==> src/rtl/param_rom_stream_ctrl.sv <==
// Read sequencer for the fixed-latency parameter ROMs: issues addresses 0..DEPTH-1 for N passes,
// tags in-flight reads and re-times returned words through a credit-protected valid/ready FIFO.
module param_rom_stream_ctrl #(
  parameter int unsigned DATA_WIDTH  = 512,
  parameter int unsigned DEPTH       = 32,
  parameter int unsigned ROM_LATENCY = 2,
  parameter int unsigned PASS_W      = 8,
  localparam int unsigned AWIDTH     = $clog2(DEPTH) + 1
) (
  input  logic                  clk,
  input  logic                  rst,
  input  logic                  start_i,
  input  logic [PASS_W-1:0]     num_passes_i,
  output logic                  busy_o,
  output logic                  done_o,
  output logic [AWIDTH-1:0]     rom_addr_o,
  output logic                  rom_ce_o,
  input  logic [DATA_WIDTH-1:0] rom_q_i,
  output logic [DATA_WIDTH-1:0] data_out_o,
  output logic                  data_out_valid_o,
  input  logic                  data_out_ready_i,
  output logic                  data_out_last_o
);

  localparam int unsigned FIFO_DEPTH = ROM_LATENCY + 1;
  localparam int unsigned PtrW       = $clog2(FIFO_DEPTH);
  localparam int unsigned CntW       = $clog2(FIFO_DEPTH + 1);

  typedef enum logic [1:0] {StIdle, StRun, StDrain} state_e;

  state_e                 state_q, state_d;
  logic [AWIDTH-1:0]      addr_q, addr_d;
  logic [AWIDTH-1:0]      rom_addr_q, rom_addr_d;
  logic [PASS_W-1:0]      pass_q, pass_d;
  logic [PASS_W-1:0]      passes_q, passes_d;
  logic [ROM_LATENCY-1:0] tag_q, tag_d;
  logic [ROM_LATENCY-1:0] tlast_q, tlast_d;
  logic                   done_q, done_d;

  logic [DATA_WIDTH-1:0]  mem_q [FIFO_DEPTH];
  logic [FIFO_DEPTH-1:0]  mem_last_q;
  logic [PtrW-1:0]        wr_ptr_q, wr_ptr_d, rd_ptr_q, rd_ptr_d;
  logic [CntW-1:0]        count_q, count_d;

  logic issue, issue_last, final_issue, push, pop;
  int   used;

  assign pop  = (count_q != '0) && data_out_ready_i;
  assign push = tag_q[ROM_LATENCY-1];

  // Credits: FIFO occupancy plus every read still in the ROM pipe must fit after this pop.
  always_comb begin
    used        = int'(count_q) + $countones(tag_q) - int'(pop);
    issue       = (state_q == StRun) && (used < int'(FIFO_DEPTH));
    issue_last  = (addr_q == AWIDTH'(DEPTH - 1));
    final_issue = issue && issue_last && (pass_q == passes_q - 1'b1);
  end

  always_comb begin
    tag_d[0]   = issue;
    tlast_d[0] = issue && issue_last;
    for (int i = 1; i < int'(ROM_LATENCY); i++) begin
      tag_d[i]   = tag_q[i-1];
      tlast_d[i] = tlast_q[i-1];
    end
  end

  always_comb begin
    wr_ptr_d = wr_ptr_q;
    rd_ptr_d = rd_ptr_q;
    count_d  = count_q;
    if (push) begin
      wr_ptr_d = (wr_ptr_q == PtrW'(FIFO_DEPTH - 1)) ? '0 : wr_ptr_q + 1'b1;
    end
    if (pop) begin
      rd_ptr_d = (rd_ptr_q == PtrW'(FIFO_DEPTH - 1)) ? '0 : rd_ptr_q + 1'b1;
    end
    case ({push, pop})
      2'b10:   count_d = count_q + 1'b1;
      2'b01:   count_d = count_q - 1'b1;
      default: count_d = count_q;
    endcase
  end

  always_comb begin
    state_d    = state_q;
    addr_d     = addr_q;
    rom_addr_d = rom_addr_q;
    pass_d     = pass_q;
    passes_d   = passes_q;
    done_d     = 1'b0;
    unique case (state_q)
      StIdle: begin
        if (start_i) begin
          state_d  = StRun;
          addr_d   = '0;
          pass_d   = '0;
          passes_d = (num_passes_i == '0) ? PASS_W'(1) : num_passes_i;
        end
      end
      StRun: begin
        if (issue) begin
          rom_addr_d = addr_q;
          if (issue_last) begin
            addr_d = '0;
            pass_d = pass_q + 1'b1;
          end else begin
            addr_d = addr_q + 1'b1;
          end
          if (final_issue) begin
            state_d = StDrain;
          end
        end
      end
      StDrain: begin
        // Leave once the last beat has been handed off, so done lands one cycle after it.
        if ((count_d == '0) && (tag_d == '0)) begin
          state_d = StIdle;
          done_d  = 1'b1;
        end
      end
      default: state_d = StIdle;
    endcase
  end

  always_ff @(posedge clk) begin
    if (rst) begin
      state_q    <= StIdle;
      addr_q     <= '0;
      rom_addr_q <= '0;
      pass_q     <= '0;
      passes_q   <= '0;
      tag_q      <= '0;
      tlast_q    <= '0;
      done_q     <= 1'b0;
      wr_ptr_q   <= '0;
      rd_ptr_q   <= '0;
      count_q    <= '0;
    end else begin
      state_q    <= state_d;
      addr_q     <= addr_d;
      rom_addr_q <= rom_addr_d;
      pass_q     <= pass_d;
      passes_q   <= passes_d;
      tag_q      <= tag_d;
      tlast_q    <= tlast_d;
      done_q     <= done_d;
      wr_ptr_q   <= wr_ptr_d;
      rd_ptr_q   <= rd_ptr_d;
      count_q    <= count_d;
    end
  end

  always_ff @(posedge clk) begin
    if (push) begin
      mem_q[wr_ptr_q]      <= rom_q_i;
      mem_last_q[wr_ptr_q] <= tlast_q[ROM_LATENCY-1];
    end
  end

  assign rom_ce_o         = 1'b1;
  assign rom_addr_o       = issue ? addr_q : rom_addr_q;
  assign busy_o           = (state_q != StIdle);
  assign done_o           = done_q;
  assign data_out_valid_o = (count_q != '0);
  assign data_out_o       = mem_q[rd_ptr_q];
  assign data_out_last_o  = data_out_valid_o && mem_last_q[rd_ptr_q];

  fifo_no_overflow: assert property (@(posedge clk) disable iff (rst)
    !(push && !pop && (count_q == CntW'(FIFO_DEPTH))));

endmodule

==> config.mk <==
export PLATFORM = sky130hd
export DESIGN_NAME = param_rom_stream_ctrl
export DESIGN_NICKNAME = d
export VERILOG_FILES = /design/src/rtl/param_rom_stream_ctrl.sv
export SDC_FILE = /design/constraint.sdc
export NUM_CORES = 2
export LEC_CHECK = 0
export ABC_CLOCK_PERIOD_IN_PS = 46600
export BUFFER_PORTS_ARGS = -buffer_cell sky130_fd_sc_hd__buf_4
export CAP_MARGIN = 20
export CORE_AREA = 2 2 412 414
export CTS_CLUSTER_DIAMETER = 80
export DETAILED_ROUTE_END_ITERATION = 16
export DIE_AREA = 0 0 414 416
export GPL_TIMING_DRIVEN = 0
export MAX_ROUTING_LAYER = met4
export SLEW_MARGIN = 5
export SYNTH_ARGS = -nofsm -noshare
export SYNTH_HDL_FRONTEND = slang
export SYNTH_SLANG_ARGS = --single-unit
==> constraint.sdc <==
create_clock -name clk -period 46.6 [get_ports clk]
set_input_delay 13.98 -clock clk [delete_from_list [all_inputs] [get_ports clk]]
set_output_delay 13.98 -clock clk [all_outputs]
set_load 0.1 [all_outputs]
Yosys cells after proc, flatten, opt, wreduce, memory -nomap -nowiden

Memories as Yosys holds them, arrays and structs flattened. A register that Yosys moved wholly into a read port is not among the register bits.
Cells that the tools add are included.

Flip-flop bits (word level): 44
Bits in writable memories: 1536
Input bits: 524
Output and inout port bits: 523
Memories: 1

Add/subtract/negate cells: 10
Magnitude comparators: 4
Equality and inequality tests: 13
Mux-type cells: 28
Bitwise gates (word level): 1
Reductions and logical operators: 19

Memory list:

| name  | depth | bits a word | rd ports | clocked after Yosys merged registers in | wr ports | line | source |
|---|---|---|---|---|---|---|---|
| mem_q | 3     | 512         | 1        | 1                                       | 1        | 40   | `logic [DATA_WIDTH-1:0] mem_q [FIFO_DEPTH];` |

Operators with widths:

| cell                  | number |
|---|---|
| $mux W8               | 4 |
| $mux W6               | 4 |
| $mux W2               | 8 |
| $pmux W8 S2           | 1 |
| $pmux W6 S2           | 1 |
| $ne A2 B2 Y1 const B  | 5 |
| $add A8 B1 Y8 const B | 1 |
| $eq A2 B2 Y1 const B  | 4 |
| $eq A8 B8 Y1          | 1 |
| $logic_not A8 Y1      | 1 |
| $reduce_and A4 Y1     | 2 |
| $sub A8 B1 Y8 const B | 1 |
| $logic_and A1 B1 Y1   | 7 |
| $add A2 B1 Y2 const B | 3 |
| $add A6 B1 Y6 const B | 1 |
| $eq A6 B5 Y1 const B  | 1 |
| $logic_not A2 Y1      | 3 |
| $lt A2 B3 Y1 const B  | 2 |
| $pmux W2 S3           | 1 |
| $reduce_bool A2 Y1    | 3 |
| $mux W1               | 5 |
| $eq A2 B1 Y1 const B  | 2 |
| $lt A4 B3 Y1 const B  | 1 |
| $pmux W2 S2           | 1 |
| other kinds (12)      | 12 |

Depth between registers and ports, before layout

Depth after elaboration: 10
Depth in mapped cells: 13

Worst setup path before layout

Ideal clock, no wire load.

Kind: register -> register
From: reg tag_q[1]
To: reg mem_last_q[0] (enable)
Library setup time: 2.027 ns
Arrival: 34.985 ns
Required time: 44.573 ns
Path slack: 9.589 ns
Cell stages (with the launch flop): 3
Clock period less this slack: 37.011 ns
Cell sequence: dfxtp_1 -> inv_1 -> nor3_1

RTL lines:

| what                          | line | source |
|---|---|---|
| start, declared               | 36   | `logic [ROM_LATENCY-1:0] tag_q, tag_d;` |
| start signal, assigned        | 145  | `tag_q <= tag_d;` |
| end signal, assigned by index | 157  | `mem_last_q[wr_ptr_q] <= tlast_q[ROM_LATENCY-1];` |
| end, declared                 | 41   | `logic [FIFO_DEPTH-1:0] mem_last_q;` |

No word-level cell between the ends.

Final worst setup path

From: in data_out_ready_i
To: out rom_addr_o[2]

Longest elaborated chain between the ends: 5

Ends and longest elaborated chain:

| what                | line | source |
|---|---|---|
| start, declared     | 21   | `input logic data_out_ready_i,` |
| $logic_and A1 B1 Y1 | 48   | `assign pop = (count_q != '0) && data_out_ready_i;` |
| net pop             | 45   | `logic issue, issue_last, final_issue, push, pop;` |
| $sub A3 B1 Y4       | 53   | `used = int'(count_q) + $countones(tag_q) - int'(pop);` |
| $lt A4 B3 Y1        | 54   | `issue = (state_q == StRun) && (used < int'(FIFO_DEPTH));` |
| $logic_and A1 B1 Y1 | 54   |  |
| $mux W6             | --   |  |
| end, declared       | 16   | `output logic [AWIDTH-1:0] rom_addr_o,` |

The timed path passes the listed nets, and every way through them passes these cells.

==> impl_metrics.toml <==
[final_layout]
final_nets = 5363
syn_to_final_growth_pct = 29.9
drive_above_1_share_pct = 28.2
utilization_pct = 45.3
fill_cells = 14700
area.sequential_mm2 = 0.0471
multiInputGateArea_mm2 = 0.0108

[sta]
hold_viol = 0
drv_slew = 0
clock.fmax_ghz = 0.0322
hold_ws_ns = 0.454
rsz0062_at_grt = "no"
final.min_clock_period_ns = 31.06
finClkSkew_ns = 0.0168
tightest_slew_ns = 1.12
setup_viol = 0
post-route-period-util_pct = 66.7
layout_setup_ws_ns = 15.54
relSlewSlack_pct = 25.4

[floorplan]
dieArea_mm2 = 0.172
row_count = 151
core_mm2 = 0.168
initial_core_util_pct = 34.9
dieHeight_um = 416
die_w_um = 414
ios = 1047

[clock_tree]
cts_buffers = 165
cts_hold_buf = 0
root_buffer = "clkbuf_16"
cts_tree = "built"
h-tree-depth = 4
postCtsSetupBuffers = 0
ctsResizeCount = 0
clk_path_buf_depth = 3
clk_pin_slew_ns = 0.05
cts_sinks = 1582
clock_latency_ns = 0.82

[logic_synthesis]
synth_edf_count = 1539
synth.distinct_cells = 43
syn_area_mm2 = 0.0586
synth_area_per_cell_um2 = 16.7
netlist_instances = 3503
ys_ff_latch = 1582
synthArstFlopShare_pct = 0
ys_warn_count = 0
syn_nets = 4037
seq_area_frac_synth_pct = 80.3
synthTopCellsByArea = "edfxtp_1 (79%), mux2i_1 (8.8%), o21ai_0 (4.4%)"
synth_top_area_share_pct = 78.8
yosysMostFrequentCell = "edfxtp_1"
yosys.area.top_type = "edfxtp_1"
synthFlopType = "edfxtp_1"
synth_common_cells = "edfxtp_1 (1,539), nand2_1 (543), o21ai_0 (518), mux2i_1 (516), clkbuf_1 (165)"

[power_and_ir_drop]
p_leak_nw = 25.2
finalPower_mw = 3.62
power.density_mw_per_mm2 = 47.5
vdd_ir_drop_max_uv = 37.7

[placement]
dp_hpwl_um = 125000
pre_cts_slack_ns = 15.52
place_congestion = 0.856
port_buffers = 1045

[setup_path]
rrSetupSlack_ns = 42.68
r2r_cells = 15
rr_startpoint = "tag_q[1]"
crit_chain = "buf_4, nand2_1, inv_1, ha_1, fa_1, fa_1, xor2_1, or3_1, buf_2, nand2_1, mux2_2, buf_4"
cp_max_fo = 7
worstSetupStartpointType = "input port"
cp.arrival_ns = 17.08
cp_num_buf_inv = 4
r2r_end = "mem_q[0][315]"
crit_family = "adder cells"
end_kind = "output port"
path_class = "in2out"
cpPeakStageDelay_ns = 0.42
worstPathRequired_ns = 32.62
slowest_stage = "fa_1"

[hold_path]
hp-start = "tlast_q[0]"
hold_end = "tlast_q[1]"
hold_path.class = "reg2reg"
hold_depth = 1

[detailed_routing]
drtIter0Drc = 2301
drt-wirelength-per-cell_um = 23.6
antenna_left = 0
drc_errors = 0
routed_wl_um = 170000
via_per_inst = 4.83
first_pass_iters = 5
vias = 34900

[status]
status = "finished clean"

[job]
maxCapViolations = 0

[grt]
grt_max_degree = 28
groute.usage.overall_pct = 19.7
first_global_vias = 34200
overflow = 0
grt_pass1_wl_um = 239000
antenna_found_initial = 40
[routing by layer]
| layer | wire, um | vias up | GRT usage (%) | part of all wire, % |
|---|---|---|---|---|
| met5 | 0 | - | - | 0 |
| met4 | 4930 | 0 | 6.77 | 2.9 |
| met3 | 14000 | 243 | 6.44 | 8.2 |
| met2 | 86200 | 1210 | 32.8 | 51 |
| met1 | 65200 | 17500 | 22.5 | 38 |
| li1 | - | 15900 | - | - |
[power by group]
group	total (mW)	internal [mW]	switching, mW
combinational	0.771	0.168	0.603
sequential	1.60	1.59	0.00654
clock	1.25	0.706	0.545
total	3.62	2.46	1.15
[area by class of cell]
class | count | area share [%]
multi-input cells | 1727 | 14.2
clock buffers | 216 | 5.81
plain buffers | 179 | 0.895
diodes | 36 | 0.118
repair buffers | 1159 | 12.5
inverters | 15 | 0.0739
well taps | 2218 | 3.64
clock inverters | 87 | 0.933
flip-flops and latches | 1582 | 61.8
[how the worst max path moves through the flow]
stage	depth (start not counted)	slack [ns]	start	endpoint
2_1_floorplan	2	9.59	tag_q[1]	mem_last_q[0]
3_3_place_gp	2	-17.78	tag_q[1]	mem_q[0][290]
3_5_place_dp	12	15.52	data_out_ready_i	rom_addr_o[4]
4_1_cts	12	15.50	data_out_ready_i	rom_addr_o[4]
5_1_grt	12	15.37	data_out_ready_i	rom_addr_o[4]
6_report	12	15.54	data_out_ready_i	rom_addr_o[2]
[sequential cells by signal (all words and copies together) (netlist names), named ones only]
signal and count:
addr_q 6, count_q 2, done_o 1, mem_last_q 3, mem_q 1536, pass_q 8, passes_q 8, rd_ptr_q 2
rom_addr_q 6, state_q 2, tag_q 2, tlast_q 2, wr_ptr_q 2
[metrics by stage]
step           std cells  setup TNS [ns]  cell area, um2
6_report            7219               0           76200
5_1_grt             7217               0           76200
4_1_cts             7182               0           76100
3_5_place_dp        6879               0           70900
3_3_place_gp        6766        -9062.26           69200
2_1_floorplan       3503               0           58600
[logic make-up (layout without fill, tap and decap cells)]
logic type / after synthesis / after routing / share of synthesized area, %
other cells: 1 / 37 / 0.00640
compound gates: 559 / 559 / 4.86
mux: 524 / 524 / 8.96
simple gates: 619 / 619 / 4.17
buf+inv: 194 / 1656 / 1.25
xor+xnor: 14 / 14 / 0.209
flops: 1582 / 1582 / 80.3
fa+ha+maj: 10 / 10 / 0.239
[layout by cell type, fill, tap and decap left out, types with 8 or more instances in the layout]
| master | Yosys | routed |
|---|---|---|
| clkinv_2 | 0 | 26 |
| buf_12 | 0 | 36 |
| nor2_1 | 30 | 28 |
| buf_6 | 0 | 25 |
| buf_4 | 1 | 1080 |
| clkbuf_16 | 0 | 167 |
| buf_8 | 0 | 8 |
| buf_1 | 11 | 11 |
| clkbuf_1 | 165 | 205 |
| ha_1 | 8 | 8 |
| nand2_1 | 543 | 543 |
| diode_2 | 0 | 36 |
| mux2_2 | 8 | 8 |
| clkinv_1 | 0 | 38 |
| nand3_1 | 8 | 8 |
| a21oi_1 | 23 | 23 |
| edfxtp_1 | 1539 | 1539 |
| o21ai_0 | 518 | 517 |
| dfxtp_1 | 43 | 43 |
| buf_16 | 0 | 11 |
| inv_1 | 15 | 15 |
| xnor2_1 | 11 | 11 |
| nor2b_1 | 9 | 9 |
| mux2i_1 | 516 | 516 |
No activity file was read; power rests on OpenSTA's default activity.
